$ cat src/rtl/up_down_count_monitor_if.sv
// rtl/up_down_count_monitor_if.sv - sample stream and status bundle between a count source and the monitor
//
// Signals:
//   in_en       sample strobe from the source
//   In          observed count value
//   Mode_det    detected direction (1=up, 0=down)
//   locked      direction tracking valid
//   dir_change  one-cycle pulse on a reversal while locked
//   step_err    one-cycle pulse on an illegal step while locked
//   err_count   saturating count of step_err events
//   last_val    most recent sampled In
// Modports: master drives the sample stream and reads status; slave is the monitor.
interface up_down_count_monitor_if #(
    parameter int WIDTH = 4,
    parameter int ERR_W = 8
);
    logic             in_en;
    logic [WIDTH-1:0] In;
    logic             Mode_det;
    logic             locked;
    logic             dir_change;
    logic             step_err;
    logic [ERR_W-1:0] err_count;
    logic [WIDTH-1:0] last_val;

    modport master (
        output in_en, In,
        input  Mode_det, locked, dir_change, step_err, err_count, last_val
    );

    modport slave (
        input  in_en, In,
        output Mode_det, locked, dir_change, step_err, err_count, last_val
    );
endinterface

$ cat src/rtl/up_down_count_monitor.sv
// rtl/up_down_count_monitor.sv - infers up/down direction of a count stream and flags sequence errors
//
// Ports:
//   clk    rising-edge clock
//   rst_n  asynchronous active-low reset
//   bus    up_down_count_monitor_if.slave: in_en/In sample stream in,
//          Mode_det/locked/dir_change/step_err/err_count/last_val status out
// Parameters: WIDTH (count width, mod 2^WIDTH arithmetic), LOCK_CNT (same-direction
// steps needed to lock, >=1), ERR_W (error counter width). WIDTH and ERR_W must
// match the connected interface.
module up_down_count_monitor #(
    parameter int WIDTH    = 4,
    parameter int LOCK_CNT = 2,
    parameter int ERR_W    = 8
) (
    input  logic                   clk,
    input  logic                   rst_n,
    up_down_count_monitor_if.slave bus
);
    localparam int RUN_W = $clog2(LOCK_CNT + 1);

    typedef enum logic [1:0] {
        EMPTY,
        ACQ,
        LOCK
    } state_t;

    typedef enum logic [1:0] {
        STEP_HOLD,
        STEP_UP,
        STEP_DOWN,
        STEP_SKIP
    } step_t;

    state_t             state_q, state_n;
    logic [RUN_W-1:0]   run_q, run_n;
    logic               cand_q, cand_n;
    logic               mode_q, mode_n;
    logic               locked_q;
    logic               dir_change_q, dir_change_n;
    logic               step_err_q, step_err_n;
    logic [ERR_W-1:0]   err_q, err_n;
    logic [WIDTH-1:0]   last_val_q, last_val_n;

    logic [WIDTH-1:0]   delta;
    step_t              step;
    logic               is_move;
    logic               step_dir;

    // Modular subtraction makes wrap-around (max->0 up, 0->max down) a legal step.
    assign delta = bus.In - last_val_q;

    always_comb begin
        step = STEP_SKIP;
        if (delta == WIDTH'(0))
            step = STEP_HOLD;
        else if (delta == WIDTH'(1))
            step = STEP_UP;
        else if (delta == {WIDTH{1'b1}})
            step = STEP_DOWN;
    end

    assign is_move  = (step == STEP_UP) || (step == STEP_DOWN);
    assign step_dir = (step == STEP_UP);

    always_comb begin
        state_n      = state_q;
        run_n        = run_q;
        cand_n       = cand_q;
        mode_n       = mode_q;
        err_n        = err_q;
        last_val_n   = last_val_q;
        dir_change_n = 1'b0;
        step_err_n   = 1'b0;

        if (bus.in_en) begin
            last_val_n = bus.In;
            case (state_q)
                EMPTY: begin
                    state_n = ACQ;
                    run_n   = '0;
                end
                ACQ: begin
                    if (is_move) begin
                        // A fresh run (run=0) adopts whatever direction arrives first.
                        if ((run_q == '0) || (step_dir == cand_q))
                            run_n = run_q + RUN_W'(1);
                        else
                            run_n = RUN_W'(1);
                        cand_n = step_dir;
                        if (run_n >= RUN_W'(LOCK_CNT)) begin
                            state_n = LOCK;
                            mode_n  = step_dir;
                        end
                    end else if (step == STEP_SKIP) begin
                        run_n = '0;
                    end
                end
                LOCK: begin
                    if (is_move && (step_dir != mode_q)) begin
                        mode_n       = step_dir;
                        dir_change_n = 1'b1;
                    end else if (step == STEP_SKIP) begin
                        step_err_n = 1'b1;
                        if (err_q != {ERR_W{1'b1}})
                            err_n = err_q + ERR_W'(1);
                        state_n = ACQ;
                        run_n   = '0;
                    end
                end
                default: begin
                    state_n = EMPTY;
                    run_n   = '0;
                end
            endcase
        end
    end

    always_ff @(posedge clk or negedge rst_n) begin
        if (!rst_n) begin
            state_q      <= EMPTY;
            run_q        <= '0;
            cand_q       <= 1'b1;
            mode_q       <= 1'b1;
            locked_q     <= 1'b0;
            dir_change_q <= 1'b0;
            step_err_q   <= 1'b0;
            err_q        <= '0;
            last_val_q   <= '0;
        end else begin
            state_q      <= state_n;
            run_q        <= run_n;
            cand_q       <= cand_n;
            mode_q       <= mode_n;
            locked_q     <= (state_n == LOCK);
            dir_change_q <= dir_change_n;
            step_err_q   <= step_err_n;
            err_q        <= err_n;
            last_val_q   <= last_val_n;
        end
    end

    assign bus.Mode_det   = mode_q;
    assign bus.locked     = locked_q;
    assign bus.dir_change = dir_change_q;
    assign bus.step_err   = step_err_q;
    assign bus.err_count  = err_q;
    assign bus.last_val   = last_val_q;
endmodule

$ cat src/flat_wrapper.sv
// flat-port wrapper written by rule: the top's interface ports become plain ports
module up_down_count_monitor_flat 
#(
    parameter int WIDTH    = 4,
    parameter int LOCK_CNT = 2,
    parameter int ERR_W    = 8
)
  (clk, rst_n, bus_in_en, bus_In, bus_Mode_det, bus_locked, bus_dir_change, bus_step_err, bus_err_count, bus_last_val);
  up_down_count_monitor_if #(.WIDTH(WIDTH), .ERR_W(ERR_W)) bus_i ();
  input  logic clk;
  input  logic rst_n;
  input wire logic [$bits(bus_i.in_en)-1:0] bus_in_en;
  input wire logic [$bits(bus_i.In)-1:0] bus_In;
  output wire logic [$bits(bus_i.Mode_det)-1:0] bus_Mode_det;
  output wire logic [$bits(bus_i.locked)-1:0] bus_locked;
  output wire logic [$bits(bus_i.dir_change)-1:0] bus_dir_change;
  output wire logic [$bits(bus_i.step_err)-1:0] bus_step_err;
  output wire logic [$bits(bus_i.err_count)-1:0] bus_err_count;
  output wire logic [$bits(bus_i.last_val)-1:0] bus_last_val;
  assign bus_i.in_en = bus_in_en;
  assign bus_i.In = bus_In;
  assign bus_Mode_det = bus_i.Mode_det;
  assign bus_locked = bus_i.locked;
  assign bus_dir_change = bus_i.dir_change;
  assign bus_step_err = bus_i.step_err;
  assign bus_err_count = bus_i.err_count;
  assign bus_last_val = bus_i.last_val;
  up_down_count_monitor #(.WIDTH(WIDTH), .LOCK_CNT(LOCK_CNT), .ERR_W(ERR_W)) u_core (.clk(clk), .rst_n(rst_n), .bus(bus_i));
endmodule
$ cat config.mk
export PLATFORM = sky130hd
export DESIGN_NAME = up_down_count_monitor_flat
export DESIGN_NICKNAME = d
export VERILOG_FILES = /design/src/rtl/up_down_count_monitor_if.sv /design/src/rtl/up_down_count_monitor.sv /design/src/flat_wrapper.sv
export SDC_FILE = /design/constraint.sdc
export NUM_CORES = 1
export LEC_CHECK = 0
export CORE_AREA = 5 5 55 57
export CTS_BUF_LIST = sky130_fd_sc_hd__clkbuf_4 sky130_fd_sc_hd__clkbuf_8
export CTS_CLUSTER_DIAMETER = 30
export DETAILED_ROUTE_END_ITERATION = 6
export DIE_AREA = 0 0 60 62
export DONT_BUFFER_PORTS = 1
export GPL_ROUTABILITY_DRIVEN = 0
export PLACE_DENSITY = 0.64
export SYNTH_ARGS = -nofsm -noshare
export SYNTH_HDL_FRONTEND = slang
export SYNTH_SLANG_ARGS = --single-unit
$ cat constraint.sdc
create_clock -name clk -period 3.39 [get_ports clk]
set_input_delay 0.678 -clock clk [delete_from_list [all_inputs] [get_ports clk]]
set_output_delay 0.678 -clock clk [all_outputs]
set_load 0.03 [all_outputs]
==> impl_metrics.tcl <==
set metrics [dict create \
    powerDensity_mw_per_mm2 609 \
    fp.coreArea_mm2 0.00243 \
    outcome "finished, final reports clean" \
    ioPinCount 23 \
    netlist_area_mm2 0.00130 \
    max_clock_freq_mhz 326 \
    yosysTopAreaCell "dfrtp_1" \
    crit_path_start_kind "flop" \
    pwr-share-clk 0.149 \
    switching_share 0.414 \
    critPathMaxFanout 7 \
    p_seq_frac 0.444 \
    p_switching_uw 350 \
    ys_seq_area_frac 0.407 \
    post_cts_buffers 0 \
    tightest_slew_ns 0.416 \
    first_iter_violations 35 \
    floorplan.rows 18 \
    end_kind "flop" \
    cts_num_sinks 21 \
    htree_num_levels 1 \
    wl_um 2500 \
    viasPerCell 5.68 \
    timing.max_cap.violations 0 \
    final_cell_mix "19 x dfrtp_1, 13 x inv_1, 12 x ha_1, 8 x xor2_1, 8 x nand2_1" \
    period_share 0.906 \
    worst-setup-path-type "flop to flop" \
    n_fill_cell 218 \
    hold_buffers 0 \
    cts_tree "done" \
    skew_ns 0.00837 \
    grt_start_max_net_pins 22 \
    path_clk_slew_ns 0.13 \
    setup_viol 0 \
    rr_worst_depth 10 \
    layout.area.seq_um2 528 \
    syn_nets 145 \
    grt_pass1_wl_um 4420 \
    die_area_mm2 0.00372 \
    fp.dieH_um 62 \
    synth.area.top_cells "dfrtp_1 37%, ha_1 12%, xor2_1 5.4%, dfstp_2 4.1%, inv_1 3.8%" \
    min_period_ns 3.07 \
    grt_overflow_total 0 \
    drive_gt1_frac 0.168 \
    ys_types 36 \
    ant_nets 0 \
    initial_utilization 0.533 \
    dieWidth_um 60 \
    p_leak_uw 0.000667 \
    fin_nets 152 \
    dp.cells 157 \
    intPower_uw 495 \
    area_delta_synth_final_pct 6.94 \
    p_comb_frac 0.408 \
    worstPathRequired_ns 3.60 \
    fin_setup_tns_ns 0 \
    clockRootBuffer "clkbuf_4" \
    cts_buffers 3 \
    portBuffers 0 \
    instances_no_fill 161 \
    finalHoldViolCount 0 \
    vias 914 \
    synthCells 125 \
    max_slew_margin 0.723 \
    min_path_type "input port to asynchronous set/reset pin" \
    yosys_register_bits 21 \
    slew_violations 0 \
    clk_latency_ns 0.31 \
    cts_resized 0 \
    cts_buffer_depth 2 \
    final_common_cell "dfrtp_1" \
    track_usage 0.160 \
    vdd_drop_max_mv 0.414 \
    drcViolationCount 0 \
    ys_warn_count 0 \
    rsz0062_at_grt "false" \
    multi_input_area_um2 708 \
    routedWlPerCell_um 15.5 \
    synth_top_area_share 0.366 \
    arrival_ns 3.28 \
    hpwl_um 1910 \
    antenna_found_initial 0 \
    num_antenna_cells 0 \
    grt_pass1_vias 967 \
    dr.pass1.iters 4 \
    syn_avg_cell_area_um2 10.4 \
]
## cells by family (layout without fill, tap and decap cells)
group / Yosys count / after routing / share of synthesized area
AOI/OAI and AO/OA: 22 / 22 / 0.125
buffers and inverters: 16 / 22 / 0.0473
and+or+nand+nor: 35 / 35 / 0.150
adders and majority gates: 13 / 13 / 0.131
xor gates and xnor gates: 11 / 11 / 0.0800
DFF: 21 / 21 / 0.407
muxes: 7 / 7 / 0.0588
## layer usage
layer / part of all wire / vias to the layer above / global-route usage / wire [µm]
li1: - / 449 / - / -
met1: 0.43 / 436 / 0.200 / 1070
met2: 0.48 / 22 / 0.264 / 1210
met3: 0.062 / 7 / 0.0310 / 154
met4: 0.023 / 0 / 0.0854 / 57
met5: 0 / - / 0 / 0
## registers in the layout, indices dropped and copies added (netlist names)
name / flops
u_core.run_q: 2
u_core.bus.locked: 1
u_core.bus.err_count: 8
u_core.state_q: 2
u_core.cand_q: 1
u_core.bus.step_err: 1
u_core.bus.Mode_det: 1
u_core.bus.dir_change: 1
u_core.bus.last_val: 4
## cell usage after synthesis
| library cell | number |
|---|---|
| a211o_1 | 1 |
| a211oi_1 | 2 |
| a21oi_1 | 6 |
| a22o_1 | 2 |
| a31oi_1 | 1 |
| and3_1 | 3 |
| buf_2 | 1 |
| clkbuf_1 | 2 |
| dfrtp_1 | 19 |
| dfstp_2 | 2 |
| fa_1 | 1 |
| ha_1 | 12 |
| inv_1 | 13 |
| mux2_1 | 1 |
| mux2_2 | 4 |
| mux2i_1 | 2 |
| nand2_1 | 8 |
| nand2b_1 | 2 |
| nand3_1 | 5 |
| nand3b_1 | 1 |
| nand4_1 | 1 |
| nor2_1 | 2 |
| nor2_2 | 1 |
| nor3_1 | 5 |
| nor3_2 | 1 |
| nor4_1 | 4 |
| nor4b_2 | 1 |
| o2111ai_4 | 1 |
| o211ai_1 | 1 |
| o21ai_0 | 6 |
| o21ba_2 | 1 |
| o221a_2 | 1 |
| or3_1 | 1 |
| xnor2_1 | 2 |
| xnor2_2 | 1 |
| xor2_1 | 8 |
## power by group through the flow
| stage | sequential [µW] | clock (µW) | combinational [µW] |
|---|---|---|---|
| after global placement | 379 | 0 | 328 |
| after CTS | 376 | 129 | 348 |
| after detailed placement | 381 | 0 | 345 |
| final | 375 | 126 | 345 |
| after floorplan | 378 | 0 | 261 |
| after global routing | 383 | 142 | 393 |
## critical path, stage by stage (launching register included)
cell	delay [ns]
dfrtp_1	0.41
buf_4	0.18
fa_1	0.45
xor2_1	0.27
and3_1	0.19
mux2i_1	0.11
ha_1	0.30
xnor2_2	0.31
o2111ai_4	0.19
nor2_2	0.22
mux2_1	0.34
## path summary, 6_finish.rpt
path | start | endpoint | slack [ns]
min in group clk | bus_in_en | u_core.bus.last_val[2] | 0.46
max in group asynchronous | rst_n | u_core.cand_q | 3.17
setup reg to reg | u_core.bus.last_val[1] | u_core.bus.err_count[1] | 0.32
hold / removal | rst_n | u_core.bus.last_val[1] | 0.04
setup / recovery | u_core.bus.last_val[1] | u_core.bus.err_count[1] | 0.32
hold reg to reg | u_core.run_q[1] | u_core.run_q[1] | 0.53
## cell type report
| type | instances | share of cell area |
|---|---|---|
| Clock buffer | 3 | 0.0162 |
| Multi-Input combinational cell | 88 | 0.510 |
| Inverter | 13 | 0.0352 |
| Timing Repair Buffer | 5 | 0.0271 |
| Clock inverter | 1 | 0.00361 |
| Tap cell | 30 | 0.0271 |
| Sequential cell | 21 | 0.381 |
## per-stage QoR
step / cell area [µm²] / setup WS [ns] / util / power (µW) / hold slack (ns)
6_report: 1390 / 0.319 / 0.570 / 846 / 0.0368
5_1_grt: 1390 / 0.0517 / 0.570 / 918 / 0.0141
4_1_cts: 1390 / 0.299 / 0.570 / 852 / 0.0317
3_5_place_dp: 1360 / 0.0297 / 0.559 / 726 / 0.383
3_3_place_gp: 1360 / 0.124 / 0.559 / 707 / 0.383
2_1_floorplan: 1300 / 0.175 / - / 638 / 0.382
(Power assumes the default switching activity.)
